<file path="config.mk">
export PLATFORM = sky130hd
export DESIGN_NAME = myo_spi_scheduler
export DESIGN_NICKNAME = d
export VERILOG_FILES = /design/src/rtl/myo_sched_pkg.sv /design/src/rtl/myo_next_unit.sv /design/src/rtl/myo_spi_scheduler.sv
export SDC_FILE = /design/constraint.sdc
export NUM_CORES = 1
export LEC_CHECK = 0
export BUFFER_PORTS_ARGS = -buffer_cell sky130_fd_sc_hd__buf_2
export CAP_MARGIN = 20
export CORE_ASPECT_RATIO = 0.6
export CORE_MARGIN = 5
export CORE_UTILIZATION = 45
export CTS_CLUSTER_SIZE = 30
export DETAILED_ROUTE_END_ITERATION = 7
export GPL_TIMING_DRIVEN = 0
export PLACE_DENSITY = 0.7
export SLEW_MARGIN = 5
export SYNTH_ARGS = -nofsm -noshare
export SYNTH_HDL_FRONTEND = slang
export SYNTH_SLANG_ARGS = --single-unit
</file>
<file path="constraint.sdc">
create_clock -name clock -period 2.5 [get_ports clock]
set_input_delay 0.375 -clock clock [delete_from_list [all_inputs] [get_ports clock]]
set_output_delay 0.375 -clock clock [all_outputs]
set_load 0.01 [all_outputs]
</file>
<file path="src/rtl/myo_sched_pkg.sv">
// Shared types for the myocontrol SPI bus scheduler: FSM state encoding and
// width helpers used by the scheduler and its next-unit finder.
package myo_sched_pkg;

  localparam int unsigned NUM_MOTORS_DFLT = 7;
  localparam int unsigned IDX_W = $clog2(NUM_MOTORS_DFLT);

  typedef enum logic [2:0] {
    ST_IDLE,
    ST_SELECT,
    ST_SETUP,
    ST_START,
    ST_WAIT,
    ST_GAP,
    ST_DONE
  } sched_state_e;

  function automatic int unsigned cnt_w(input int unsigned max_val);
    return $clog2(max_val + 1);
  endfunction

endpackage

</file>
<file path="src/rtl/myo_next_unit.sv">
// Combinational finder: lowest set mask bit strictly above cur_idx, or the
// lowest set bit overall when first is high.
module myo_next_unit
  import myo_sched_pkg::*;
#(
  parameter int unsigned NUM_MOTORS = NUM_MOTORS_DFLT,
  parameter int unsigned IW         = IDX_W
) (
  input  logic [NUM_MOTORS-1:0] mask,
  input  logic [IW-1:0]         cur_idx,
  input  logic                  first,
  output logic                  found,
  output logic [IW-1:0]         idx
);

  // Scan downward so the lowest qualifying bit is the last one written.
  always_comb begin
    found = 1'b0;
    idx   = '0;
    for (int i = NUM_MOTORS - 1; i >= 0; i--) begin
      if (mask[i] && (first || (i > int'(cur_idx)))) begin
        found = 1'b1;
        idx   = IW'(i);
      end
    end
  end

endmodule

</file>
<file path="src/rtl/myo_spi_scheduler.sv">
// Sweeps enabled motor units on the shared SPI bus once per update period:
// select, setup delay, start pulse, wait for completion, inter-frame gap.
module myo_spi_scheduler
  import myo_sched_pkg::*;
#(
  parameter int unsigned NUM_MOTORS     = 7,
  parameter int unsigned PERIOD_W       = 32,
  parameter int unsigned SETUP_CYCLES   = 4,
  parameter int unsigned GAP_CYCLES     = 50,
  parameter int unsigned TIMEOUT_CYCLES = 4096,
  localparam int unsigned IW = (NUM_MOTORS > 1) ? $clog2(NUM_MOTORS) : 1
) (
  input  logic                  clock,
  input  logic                  reset_n,
  input  logic                  enable,
  input  logic                  power_sense_n,
  input  logic [NUM_MOTORS-1:0] motor_mask,
  input  logic [PERIOD_W-1:0]   update_period,
  input  logic                  err_clr,
  input  logic                  spi_done,
  output logic                  spi_start,
  output logic [NUM_MOTORS-1:0] ss_n,
  output logic [IW-1:0]         motor_idx,
  output logic                  sweep_done,
  output logic                  overrun_err,
  output logic                  timeout_err,
  output logic [IW-1:0]         timeout_idx
);

  localparam int unsigned TMAX_A = (SETUP_CYCLES > GAP_CYCLES) ? SETUP_CYCLES : GAP_CYCLES;
  localparam int unsigned TMAX   = (TMAX_A > TIMEOUT_CYCLES) ? TMAX_A : TIMEOUT_CYCLES;
  localparam int unsigned TW     = cnt_w(TMAX);
  localparam logic [TW-1:0] SETUP_LD   = TW'(SETUP_CYCLES - 1);
  localparam logic [TW-1:0] GAP_LD     = TW'(GAP_CYCLES - 1);
  localparam logic [TW-1:0] TIMEOUT_LD = TW'(TIMEOUT_CYCLES - 1);

  logic                  run;
  logic                  tick;
  logic [PERIOD_W-1:0]   per_cnt_d, per_cnt_q;

  sched_state_e          state_q;
  logic [TW-1:0]         timer_q;
  logic [NUM_MOTORS-1:0] mask_q;
  logic [NUM_MOTORS-1:0] ss_n_q;
  logic [NUM_MOTORS-1:0] sel_oh;
  logic [IW-1:0]         idx_q, timeout_idx_q;
  logic                  first_q, abort_q;
  logic                  spi_start_q, sweep_done_q, overrun_q, timeout_q;
  logic                  nu_found;
  logic [IW-1:0]         nu_idx;

  assign run = enable & ~power_sense_n;

  always_comb begin
    tick      = 1'b0;
    per_cnt_d = '0;
    if (run) begin
      if ((update_period == '0) || (per_cnt_q == update_period - PERIOD_W'(1))) begin
        tick = 1'b1;
      end else begin
        per_cnt_d = per_cnt_q + PERIOD_W'(1);
      end
    end
  end

  always_ff @(posedge clock or negedge reset_n) begin
    if (!reset_n) per_cnt_q <= '0;
    else          per_cnt_q <= per_cnt_d;
  end

  myo_next_unit #(
    .NUM_MOTORS (NUM_MOTORS),
    .IW         (IW)
  ) u_next_unit (
    .mask    (mask_q),
    .cur_idx (idx_q),
    .first   (first_q),
    .found   (nu_found),
    .idx     (nu_idx)
  );

  assign sel_oh = {{(NUM_MOTORS-1){1'b0}}, 1'b1} << nu_idx;

  always_ff @(posedge clock or negedge reset_n) begin
    if (!reset_n) begin
      state_q       <= ST_IDLE;
      timer_q       <= '0;
      mask_q        <= '0;
      ss_n_q        <= '1;
      idx_q         <= '0;
      timeout_idx_q <= '0;
      first_q       <= 1'b0;
      abort_q       <= 1'b0;
      spi_start_q   <= 1'b0;
      sweep_done_q  <= 1'b0;
      overrun_q     <= 1'b0;
      timeout_q     <= 1'b0;
    end else begin
      spi_start_q  <= 1'b0;
      sweep_done_q <= 1'b0;
      overrun_q    <= (tick && (state_q != ST_IDLE)) | (overrun_q & ~err_clr);
      timeout_q    <= timeout_q & ~err_clr;
      // Losing run mid-sweep lets the current frame finish, then parks in IDLE.
      if ((state_q != ST_IDLE) && !run) abort_q <= 1'b1;
      case (state_q)
        ST_IDLE: begin
          abort_q <= 1'b0;
          if (tick) begin
            mask_q  <= motor_mask;
            first_q <= 1'b1;
            state_q <= ST_SELECT;
          end
        end
        ST_SELECT: begin
          if (abort_q || !run) begin
            state_q <= ST_IDLE;
          end else if (nu_found) begin
            idx_q   <= nu_idx;
            first_q <= 1'b0;
            ss_n_q  <= ~sel_oh;
            timer_q <= SETUP_LD;
            state_q <= ST_SETUP;
          end else begin
            sweep_done_q <= 1'b1;
            state_q      <= ST_DONE;
          end
        end
        ST_SETUP: begin
          if (timer_q == '0) begin
            spi_start_q <= 1'b1;
            state_q     <= ST_START;
          end else begin
            timer_q <= timer_q - TW'(1);
          end
        end
        ST_START: begin
          timer_q <= TIMEOUT_LD;
          state_q <= ST_WAIT;
        end
        ST_WAIT: begin
          if (spi_done) begin
            ss_n_q  <= '1;
            timer_q <= GAP_LD;
            state_q <= ST_GAP;
          end else if (timer_q == '0) begin
            timeout_q     <= 1'b1;
            timeout_idx_q <= idx_q;
            ss_n_q        <= '1;
            timer_q       <= GAP_LD;
            state_q       <= ST_GAP;
          end else begin
            timer_q <= timer_q - TW'(1);
          end
        end
        ST_GAP: begin
          if (timer_q == '0) begin
            state_q <= (abort_q || !run) ? ST_IDLE : ST_SELECT;
          end else begin
            timer_q <= timer_q - TW'(1);
          end
        end
        ST_DONE: state_q <= ST_IDLE;
        default: state_q <= ST_IDLE;
      endcase
    end
  end

  assign spi_start   = spi_start_q;
  assign ss_n        = ss_n_q;
  assign motor_idx   = idx_q;
  assign sweep_done  = sweep_done_q;
  assign overrun_err = overrun_q;
  assign timeout_err = timeout_q;
  assign timeout_idx = timeout_idx_q;

endmodule

</file>
# --- Word-level counts from Yosys, hierarchy flattened ---
# Index checks and enable logic that the tools add are counted.
word_totals:
  reg_bits: 74
  elab_cells: 131
op_classes:
  addsub: 3
  n_lt_le_gt_ge: 6
  eq_ne: 13
  shifts: 1
  n_mux: 52
  bitwise_logic: 9
  reduce_logical: 34
ops:
  columns: ["cell", "n"]
  rows:
  - ["2-to-1 mux 13 bit", 5]
  - ["2-to-1 mux 32 bit", 2]
  - ["case mux 13 bit (4 select lines)", 1]
  - ["2-to-1 mux 3 bit", 14]
  - ["adder 32 x 1 -> 32 bit (second input constant)", 1]
  - ["== test 32 bit", 1]
  - ["zero test 32 bit", 1]
  - ["subtractor 32 x 1 -> 32 bit (second input constant)", 1]
  - ["2-to-1 mux 7 bit", 4]
  - ["2-to-1 mux 1 bit", 23]
  - ["case mux 3 bit (6 select lines)", 1]
  - ["AND reduction 4 bit", 4]
  - ["case mux 7 bit (2 select lines)", 1]
  - ["zero test 13 bit", 1]
  - ["subtractor 13 x 1 -> 13 bit (second input constant)", 1]
  - ["inequality test 2 bit (second input constant)", 6]
  - ["greater-than comparator 3 bit (first input constant)", 3]
  - ["logical AND 1 bit", 9]
  - ["logical OR 1 bit", 8]
  - ["inverter 7 bit", 1]
  - ["left shift 1 x 3 -> 7 bit (first input constant)", 1]
  - ["== test 3 x 2 -> 1 bit (second input constant)", 2]
  - ["== test 3 bit (second input constant)", 2]
  - ["greater-than comparator 2 x 3 -> 1 bit (first input constant)", 2]
  - ["other kinds (15)", 23]

# --- Logic depth before layout (Yosys ltp) ---
# Gate-level depths: netlist of the first run.
depth:
  ltp_word: 15
  ltp_mapped: 14
  depth_no_buf: 11

# --- By module ---
# Synthesis of the first run repeated with hierarchy kept, for this count alone.
unflattened:
  cells_unflattened: 571
  area_unflattened_um2: 5094.9
by_module_without_submodules:
  columns: ["module", "instances", "cells_per_inst", "area_each_um2", "seq_area_each_um2"]
  rows:
  - ["myo_spi_scheduler", 1, 541, 4906.0, 1860.5]
  - ["myo_next_unit", 1, 30, 188.9, 0.0]

# --- Least setup slack after synthesis of the first run ---
# No wires, ideal clock.
synth_path:
  kind: "input to register"
  from: "in update_period[2]"
  to: "reg mask_q[0]"
  setup_ns: 0.125
  arrival_time_ns: 3.063
  path_slack_ns: -0.688
  path_stages: 12
  path_buffers: 3
  path_cell_list: "buf_6 or4_4 buf_6 or3_1 clkbuf_2 nor4_1 nor3_1 a311oi_1 nand4b_1 nor4_4 o211ai_4 mux2_4"
synth_between:
  elab_chain_cells: 6
  elab_cells_between_ends: 7
  classes_between: "add/sub (1); eq/ne (1); mux (2); reduce/logical (3)"
synth_rtl:
  columns: ["item", "line", "text"]
  rows:
  - ["start, declared", "myo_spi_scheduler.sv:18", "input logic [PERIOD_W-1:0] update_period,"]
  - ["subtractor 32 x 1 -> 32 bit", "myo_spi_scheduler.sv:58", "if ((update_period == '0) || (per_cnt_q == update_period - PERIOD_W'(1))) begin"]
  - ["== test 32 bit", "myo_spi_scheduler.sv:58", null]
  - ["logical OR 1 bit (*)", "myo_spi_scheduler.sv:58", null]
  - ["2-to-1 mux 1 bit (*)", "myo_spi_scheduler.sv:58", null]
  - ["2-to-1 mux 1 bit (*)", "myo_spi_scheduler.sv:57", "if (run) begin"]
  - ["AND reduction 2 bit (no source line) (*)", null, null]
  - ["end signal, assigned", "myo_spi_scheduler.sv:109", "mask_q <= motor_mask;"]
  - ["end, declared", "myo_spi_scheduler.sv:43", "logic [NUM_MOTORS-1:0] mask_q;"]
# Every way passes the cells marked *; elsewhere a longest branch is shown, timed or not.
# A chain may end at the register's enable or synchronous reset.

# --- Worst setup path in the final report of the first run ---
layout_path:
  from: "in update_period[7]"
  to: "reg mask_q[0]"
# Same word-level chain as after synthesis.

==> impl_metrics.toml, run 1 <==
[detailed_routing]
wirelength_um = 14420
post-route-drc-count = 0
vias_per_cell = 5.832
first_iter_violations = 309
vias = 4765
ant_nets = 0
wl_per_cell_um = 17.64
dr.pass1.iters = 4

[power]
ir_worst_vdd_mv = 0.4883
p_leak_nw = 2.588
powerDensity_mw_per_mm2 = 602.3
total_power_mw = 3.786

[floorplanning]
die_w_um = 145.5
fp.coreArea_mm2 = 0.01067
start_util_pct = 46.46
num_io_pins = 62
die_h_um = 91.29
rows = 29
die-area_mm2 = 0.01328

[worst_setup_path]
r2r_cells = 12
cp.required_ns = 2.72
path_cells = "buf_8 > or4_4 > or3_4 > nor4bb_1 > o211ai_1 > nand3_1 > nand4b_1 > nor4_4 > buf_4 > o211ai_4 > buf_12 > mux2_4"
critPathSlowestCell = "or4_4"
critPathKind = "input port to flip-flop"
crit_buf_inv = 3
crit_fanout = 8
max_stage_delay_ns = 0.56
critical_path.top_delay_family = "simple AND/OR/NAND/NOR gates"
cp-end-kind = "flip-flop"
arrival_ns = 3.33
critPathLaunchType = "input port"
path_depth = 12

[synth]
synth_cells = 581
synth_seq_cells = 74
yosysSeqAreaShare_pct = 37.54
synth_top_area_cell = "dfrtp_1"
ys_warn_count = 0
synthTopCellsByArea = "dfrtp_1 (34%), xnor2_1 (7.6%), nor2_1 (7.0%)"
yosysUniqueCellTypes = 64
ys.flop_type = "dfrtp_1"
async_flop_share_pct = 100.0
syn_area_per_cell_um2 = 8.530
synth_edf_count = 0
synth_top_area_share_pct = 33.83
synth_nets = 630
synth_area_mm2 = 0.004956

[min_path]
hold_path_depth = 2
hp-class = "input port to flip-flop"

[sta]
finalSetupViolCount = 42
finalWorstSetupSlack_ns = -0.6099
finalClockSkew_ns = 0.006736
hold_violations = 0
period_share_pct = 124.4
setup_tns_ns = -22.03
grt_setup_unrepaired = "true"
post-route-min-period_ns = 3.110
report.final.slew_viol_count = 0
relSlewSlack_pct = 41.07
tightest_slew_ns = 0.8759
fmax_mhz = 321.6

[clock_tree]
cts_max_path_buffers = 2
cts.sinks = 74
path_clk_slew_ns = 0.06
cts_tree = "built"
htreeDepth = 3
cts_buffers = 9
clock_latency_ns = 0.34
ctsRootBufferMaster = "clkbuf_16"

[job]
max_cap_violations = 0

[global_route]
grt_overflow = 0
grt_usage_pct = 20.91
grt_pass1_vias = 4488
grt_pass1_wl_um = 22910
grt_max_degree = 44
grt_antenna_before_repair = 0

[cells_and_area]
fin_cells = 817
stdcell_area_mm2 = 0.006286
layout.nets = 722
drive_gt1_share_pct = 26.70
area_delta_synth_final_pct = 26.84
antenna_cells = 0
final_util_pct = 58.93

[place]
place_area_mm2 = 0.005507
dp.cells = 781
dp_hpwl_um = 10550
finalWeightedCongestion = 0.9226
port_buffers = 60

[outcome]
status = "finished, violations left"
violations = "setup timing"
## layer usage
metal  vias to the layer above  global-route usage, %  wire [um]
li1                       2257                      -          -
met1                      2292                  31.95       7107
met2                       204                  28.80       5870
met3                        12                  6.915       1346
met4                         0                  3.804         91
met5                         -                      0          0
## cell usage after synthesis (2+ instances only)
library cell,n
or2_2,3
dfstp_2,7
or4_1,6
o31ai_1,3
nor3_1,24
ha_1,4
nand4_1,15
or3_1,7
and3_1,10
nor4_1,15
buf_6,2
a311oi_1,2
o311ai_0,4
nor2b_1,7
xor2_1,29
a31oi_1,6
nand4b_1,4
and4_1,3
nand3_1,21
mux2_4,7
nor4b_1,2
nor2_1,92
mux2_2,4
nand2_1,40
o211ai_1,4
buf_4,3
a21oi_1,28
o22a_1,2
o21ai_0,26
o32ai_1,2
nor3b_1,5
o32a_1,3
inv_1,24
o22ai_1,2
xnor2_1,43
nand3b_1,4
clkbuf_1,15
a2111oi_0,2
and2_1,3
nand2b_1,6
o2111ai_1,2
dfrtp_1,67
a21o_1,2
## per-stage QoR
step | hold slack (ns) | worst slack [ns]
2_1_floorplan | 0.07941 | -0.5787
3_3_place_gp | 0.4768 | -1.540
3_5_place_dp | 0.3552 | -1.590
4_1_cts | 0.2474 | -0.5129
5_1_grt | 0.2607 | -0.6822
6_report | 0.2613 | -0.6099
## logic make-up (layout without fill, tap and decap cells)
kind of cell / Yosys count / after routing / synth area share, %
mux: 12 / 12 / 3.231
xor+xnor: 72 / 72 / 12.72
buf+inv: 47 / 144 / 4.140
flops: 74 / 74 / 37.54
simple gates: 272 / 272 / 27.97
fa+ha+maj: 4 / 4 / 1.010
compound gates: 100 / 100 / 13.38
## flip-flops by register name (all words and copies together), names as in the netlist
signal,count
per_cnt_q,32
timer_q,13
mask_q,7
ss_n,7
motor_idx,3
state_q,3
timeout_idx,3
abort_q,1
first_q,1
overrun_err,1
spi_start,1
sweep_done,1
timeout_err,1
## final timing paths
kind	from	to	slack, ns
min in group asynchronous	reset_n	per_cnt_q[25]	0.52
min	err_clr	overrun_err	0.26
max reg2reg	per_cnt_q[8]	mask_q[0]	-0.51
min reg2reg	timeout_err	timeout_err	0.48
max	update_period[7]	mask_q[0]	-0.61
max in group asynchronous	reset_n	ss_n[2]	1.33
## layout by cell type, fill, tap and decap left out, types with 4 or more instances in the layout
master     instances
dfstp_2            7
buf_4             24
inv_1             22
xnor2_1           43
nor4_4             4
xor2_1            29
dfrtp_1           67
mux2_2             4
nor2b_1            5
and3_1            10
nor2_2            10
buf_6              7
nor2_1            81
buf_2             53
a21oi_1           26
nor4_1             9
mux2_4             7
o21ai_0           22
o211ai_1           4
nand4_1           15
nand3b_1           4
a31oi_1            6
nand2_1           38
or4_4              4
nor3_1            21
nand2b_1           6
nand3_1           21
clkbuf_1          13
nand4b_1           4
clkbuf_16          9
or3_1              4
## timing repair
| item | in CTS | in global routing |
|---|---|---|
| buffers inserted | 14 | 10 |
| hold buffers | 1 | 0 |
| hold endpoints to repair | 16 | 0 |
| endpoints found under the setup margin | 64 | 64 |
| pin swaps | 10 | 10 |
| resized for setup | 37 | 41 |
## where the power goes
group	switching, mW	internal (mW)
Sequential	0.0933	1.29
Clock	0.502	0.857
Combinational	0.599	0.444
## layout make-up
type,instances,area [um2]
Multi-Input combinational cell,460,3169
Buffer,20,127.6
Fill cell,951,4382
Timing Repair Buffer,84,548.0
Inverter,24,90.09
Clock inverter,3,46.29
Tap cell,139,173.9
Sequential cell,74,1861
Clock buffer,13,270.3
Power figures use the tool's default switching activity.
==> inputs of run 2 (changes only) <==
Settings changed: ABC_CLOCK_PERIOD_IN_PS set to 2500, SETUP_SLACK_MARGIN set to 0.02, SKIP_CTS_REPAIR_TIMING set to 1.
==> run 2 against run 1 <==
  * The flow finishes with violations (hold timing, setup timing)
  * Fmax rose by 1.5%
  * Wire length decreased by 2.5%
  * Register-to-register slack better by 0.10 ns
  * Clock power about the same
  * Largest cell class unchanged
  * Critical endpoint unchanged
  * Sequential power barely moved
==> impl_metrics.toml, run 2 (same netlist as run 1, synthesis figures left out) <==
[worst_setup_path]
path_cells = "buf_8 > or4_4 > or3_4 > buf_8 > nor4_4 > nor3_2 > a311oi_2 > nand4b_1 > nor4_4 > buf_4 > o211ai_4 > buf_12 > mux2_4"
critPathLaunchType = "input port"
arrival_ns = 3.28
cp-end-kind = "flip-flop"
critPathKind = "input port to flip-flop"
max_stage_delay_ns = 0.58
critPathSlowestCell = "or4_4"
crit_buf_inv = 4
crit_fanout = 8
cp.required_ns = 2.71
critical_path.top_delay_family = "simple AND/OR/NAND/NOR gates"

[power]
swShare_pct = 31.42
pwr-share-seq_pct = 37.4
power.switching_mw = 1.155
p_clk_share_pct = 36.9
ir_worst_vdd_mv = 0.4805
power_frac_comb_pct = 25.6
powerDensity_mw_per_mm2 = 599.2
p_int_mw = 2.521
total_power_mw = 3.676
p_leak_nw = 2.527

[global_route]
grt_pass1_vias = 4370
grt_max_degree = 44
grt_pass1_wl_um = 22390
grt_overflow = 0
grt_antenna_before_repair = 0
grt_usage_pct = 20.41

[cells_and_area]
final_common_cell = "nor2_1"
layout.nets = 709
top_regs = "per_cnt_q (32), timer_q (13)"
largest_register_ffs = 32
nFillCells = 962
largest_register = "per_cnt_q"
multi_input_area_mm2 = 0.003112
regArea_mm2 = 0.001861
layout_common_cells = "nor2_1 (89), dfrtp_1 (67), buf_2 (53)"
drive_gt1_share_pct = 23.31
antenna_cells = 0
area_delta_synth_final_pct = 23.81

[sta]
finalWorstSetupSlack_ns = -0.5642
relSlewSlack_pct = 46.78
post-route-min-period_ns = 3.064
period_share_pct = 122.6
setup_tns_ns = -19.96
hold_violations = 17
report.final.slew_viol_count = 0
fmax_mhz = 326.3
tightest_slew_ns = 0.7910
grt_setup_unrepaired = "true"
finalSetupViolCount = 43
timing.hold.ws_ns = -0.01840
finalClockSkew_ns = 0.005725

[clock_tree]
cts_buffers = 9
cts_tree = "built"
ctsRootBufferMaster = "clkbuf_16"
clock_latency_ns = 0.34
cts.sinks = 74
cts_max_path_buffers = 2
path_clk_slew_ns = 0.06
htreeDepth = 3

[detailed_routing]
first_iter_violations = 308
dr.pass1.iters = 4
wirelength_um = 14050
vias = 4682
ant_nets = 0
wl_per_cell_um = 17.48
post-route-drc-count = 0
vias_per_cell = 5.823

[outcome]
status = "finished, violations left"
violations = "hold timing, setup timing"

[place]
port_buffers = 60
finalWeightedCongestion = 0.9226
dp_hpwl_um = 10550

[floorplanning]
fp.coreArea_mm2 = 0.01067
rows = 29
num_io_pins = 62
die_h_um = 91.29
die_w_um = 145.5
start_util_pct = 46.46
die-area_mm2 = 0.01328

[min_path]
hp-class = "input port to async pin"

[job]
max_cap_violations = 0
run 2: changes by cell type in the layout (fill, tap and decap cells not counted), moves of 2 or more:
cell | previous run | this run
buf_4 | 24 | 10
nor2_1 | 81 | 89
nor2_2 | 10 | 3
buf_6 | 7 | 9
inv_1 | 22 | 24
inv_2 | 2 | 0
or4_1 | 3 | 5
or4_4 | 4 | 2
run 2: power groups by stage:
stage                     clock network (mW)  logic [mW]  registers, mW
after global placement                     0       0.801           1.38
final                                   1.36       0.942           1.38
after detailed placement                   0       0.834           1.38
after CTS                               1.38       0.836           1.37
after global routing                    1.43        1.03           1.39
after floorplan                            0       0.586           1.37
run 2: per-stage QoR:
stage / cell area [um2] / util, % / setup WS, ns / instances / hold slack (ns)
final: 6136 / 57.52 / -0.5642 / 804 / -0.01840
after global routing: 6136 / 57.52 / -0.6503 / 804 / 0.0008619
after CTS: 5823 / 54.59 / -1.253 / 797 / -0.01019
after detailed placement: 5507 / 51.62 / -1.590 / 781 / 0.3552
after global placement: 5484 / 51.41 / -1.540 / 780 / 0.4768
after floorplan: 5010 / - / -0.5787 / 581 / 0.07941
run 2: layer usage:
layer	share of wire (%)	global-route usage, %	routed length, um
met5	0	0	0
met4	0.29	3.571	41
met3	7.5	6.567	1061
met2	41	27.42	5771
met1	51	31.92	7181
run 2: worst paths after layout:
check | cells past startpoint | startpoint | slack (ns) | end
min in group clock | 2 | err_clr | 0.26 | overrun_err
min | 1 | reset_n | -0.02 | per_cnt_q[25]
min reg2reg | 1 | timeout_err | 0.48 | timeout_err
max reg2reg | 11 | per_cnt_q[23] | -0.41 | mask_q[0]
max | 13 | update_period[7] | -0.56 | mask_q[0]
max in group asynchronous | 2 | reset_n | 1.88 | ss_n[1]
run 2: area by class of cell:
type / count / share of cell area [%]
tap: 139 / 2.834
clock buffer: 13 / 4.405
clock inverter: 3 / 0.7545
timing repair buffer: 70 / 7.178
sequential: 74 / 30.32
inverter: 24 / 1.468
buffer: 21 / 2.325
multi-input combinational: 460 / 50.71
==> inputs of run 3 (changes only) <==
Settings changed: RECOVER_POWER set to 100.
==> run 3 against run 2 <==
  * The flow finishes with violations (capacitance limit, slew limit, setup timing)
  * Die area did not move
  * Final cell count did not move
  * Worst setup slack improved by 0.011 ns
  * Non-clock buffer count did not move
  * Utilization fell by 0.50 points
  * Sequential cell count did not move
  * Final area fell by 0.88%
  * Sequential share of layout area rose by 0.27 points
  * Clock power barely moved
  * Critical path depth fell by 1
  * Register-to-register slack barely moved
  * Largest power group unchanged
==> impl_metrics.toml, run 3 (same netlist as run 1, synthesis figures left out) <==
[outcome]
status = "finished, violations left"
violations = "capacitance limit, slew limit, setup timing"

[floorplanning]
die_h_um = 91.29
rows = 29
die_w_um = 145.5
num_io_pins = 62
start_util_pct = 46.46
fp.coreArea_mm2 = 0.01067
die-area_mm2 = 0.01328

[cells_and_area]
regArea_mm2 = 0.001861
nFillCells = 974
layout.nets = 709
final_common_cell = "nor2_1"
top_regs = "per_cnt_q (32), timer_q (13)"
final_util_pct = 57.01
largest_register_ffs = 32
drive_gt1_share_pct = 20.15
area_delta_synth_final_pct = 22.72
antenna_cells = 0
multi_input_area_mm2 = 0.003095
largest_register = "per_cnt_q"
fin_cells = 804
layout_common_cells = "nor2_1 (89), dfrtp_1 (67), xnor2_1 (43)"

[global_route]
grt_usage_pct = 20.41
grt_antenna_before_repair = 0
grt_overflow = 0
grt_pass1_vias = 4370
grt_max_degree = 44
grt_pass1_wl_um = 22390

[place]
port_buffers = 60
finalWeightedCongestion = 0.9226
dp.cells = 781
dp_hpwl_um = 10550

[detailed_routing]
vias_per_cell = 5.874
wl_per_cell_um = 17.44
first_iter_violations = 309
vias = 4723
dr.pass1.iters = 5
post-route-drc-count = 0
wirelength_um = 14020
ant_nets = 0

[clock_tree]
clock_latency_ns = 0.34
cts_buffers = 9
path_clk_slew_ns = 0.06
htreeDepth = 3
cts_max_path_buffers = 2
ctsRootBufferMaster = "clkbuf_16"
cts.sinks = 74
cts_tree = "built"

[min_path]
hp-class = "input port to flip-flop"

[power]
powerDensity_mw_per_mm2 = 598.4
ir_worst_vdd_mv = 0.4836
p_leak_nw = 2.463

[sta]
grt_setup_unrepaired = "true"
fmax_mhz = 327.5
finalSetupViolCount = 65
relSlewSlack_pct = -20.43
finalWorstSetupSlack_ns = -0.5532
period_share_pct = 122.1
finalClockSkew_ns = 0.006117
setup_tns_ns = -22.40
hold_violations = 0
tightest_slew_ns = 1.806
report.final.slew_viol_count = 33
post-route-min-period_ns = 3.053

[worst_setup_path]
critPathLaunchType = "input port"
cp.required_ns = 2.72
crit_end = "mask_q[0]"
path_cells = "buf_8 > or4_4 > nor3_4 > nand4_1 > or3_1 > nand3_1 > nand4b_1 > nor4_4 > buf_4 > o211ai_4 > buf_12 > mux2_4"
arrival_ns = 3.27
crit_start = "update_period[7]"
crit_fanout = 8
max_stage_delay_ns = 0.58
critPathSlowestCell = "or4_4"
cp-end-kind = "flip-flop"
reg2reg_to = "mask_q[0]"
r2r-start = "per_cnt_q[23]"
r2r_cells = 11
r2r_setup_slack_ns = -0.40
critPathKind = "input port to flip-flop"

[job]
max_cap_violations = 1
[run 3: cell types whose count changed in the layout (fill, tap and decap cells not counted), sizes merged]
cell,before,now
buf,78,59
clkbuf,26,45
[run 3: cell type report]
type,instances,area share (%)
buffer,21,2.345
clock inverter,3,0.7612
timing repair buffer,70,6.624
sequential,74,30.59
inverter,24,1.481
tap,139,2.859
multi-input combinational,460,50.89
clock buffer,13,4.444
[run 3: power by group]
group / internal, mW / leakage [nW] / switching [mW] / total (mW)
sequential: 1.29 / 0.979 / 0.0791 / 1.37
clock: 0.856 / 0.152 / 0.493 / 1.35
combinational: 0.359 / 1.33 / 0.561 / 0.920
total: 2.51 / 2.46 / 1.13 / 3.64
[run 3: worst min path at each step]
stage | start | depth (start not counted) | to | slack, ns
floorplan | reset_n | 0 | abort_q | 0.08
global placement | timeout_err | 1 | timeout_err | 0.48
detailed placement | reset_n | 1 | per_cnt_q[25] | 0.36
CTS | reset_n | 1 | per_cnt_q[24] | -0.01
global route | motor_mask[6] | 2 | mask_q[6] | 0.26
finish | err_clr | 2 | overrun_err | 0.26
[run 3: metrics by stage]
step / setup slack [ns] / total power [mW] / instance area [um2] / hold WS [ns]
CTS: -1.253 / 3.584 / 5823 / -0.01019
global route: -0.6503 / 3.827 / 6082 / 0.2607
global placement: -1.540 / 2.183 / 5484 / 0.4768
floorplan: -0.5787 / 1.953 / 5010 / 0.07941
detailed placement: -1.590 / 2.219 / 5507 / 0.3552
finish: -0.5532 / 3.640 / 6082 / 0.2597
[run 3: routing by layer]
metal	track usage [%]	wire [um]
met5	0	0
met4	3.571	106
met3	6.567	1123
met2	27.42	5707
met1	31.92	7083
[run 3: worst max-delay path: cells and delay by family]
kind            cells  cell delay (ns)
compound gates      1             0.08
simple gates        7             2.02
mux                 1             0.29
buf+inv             3             0.49
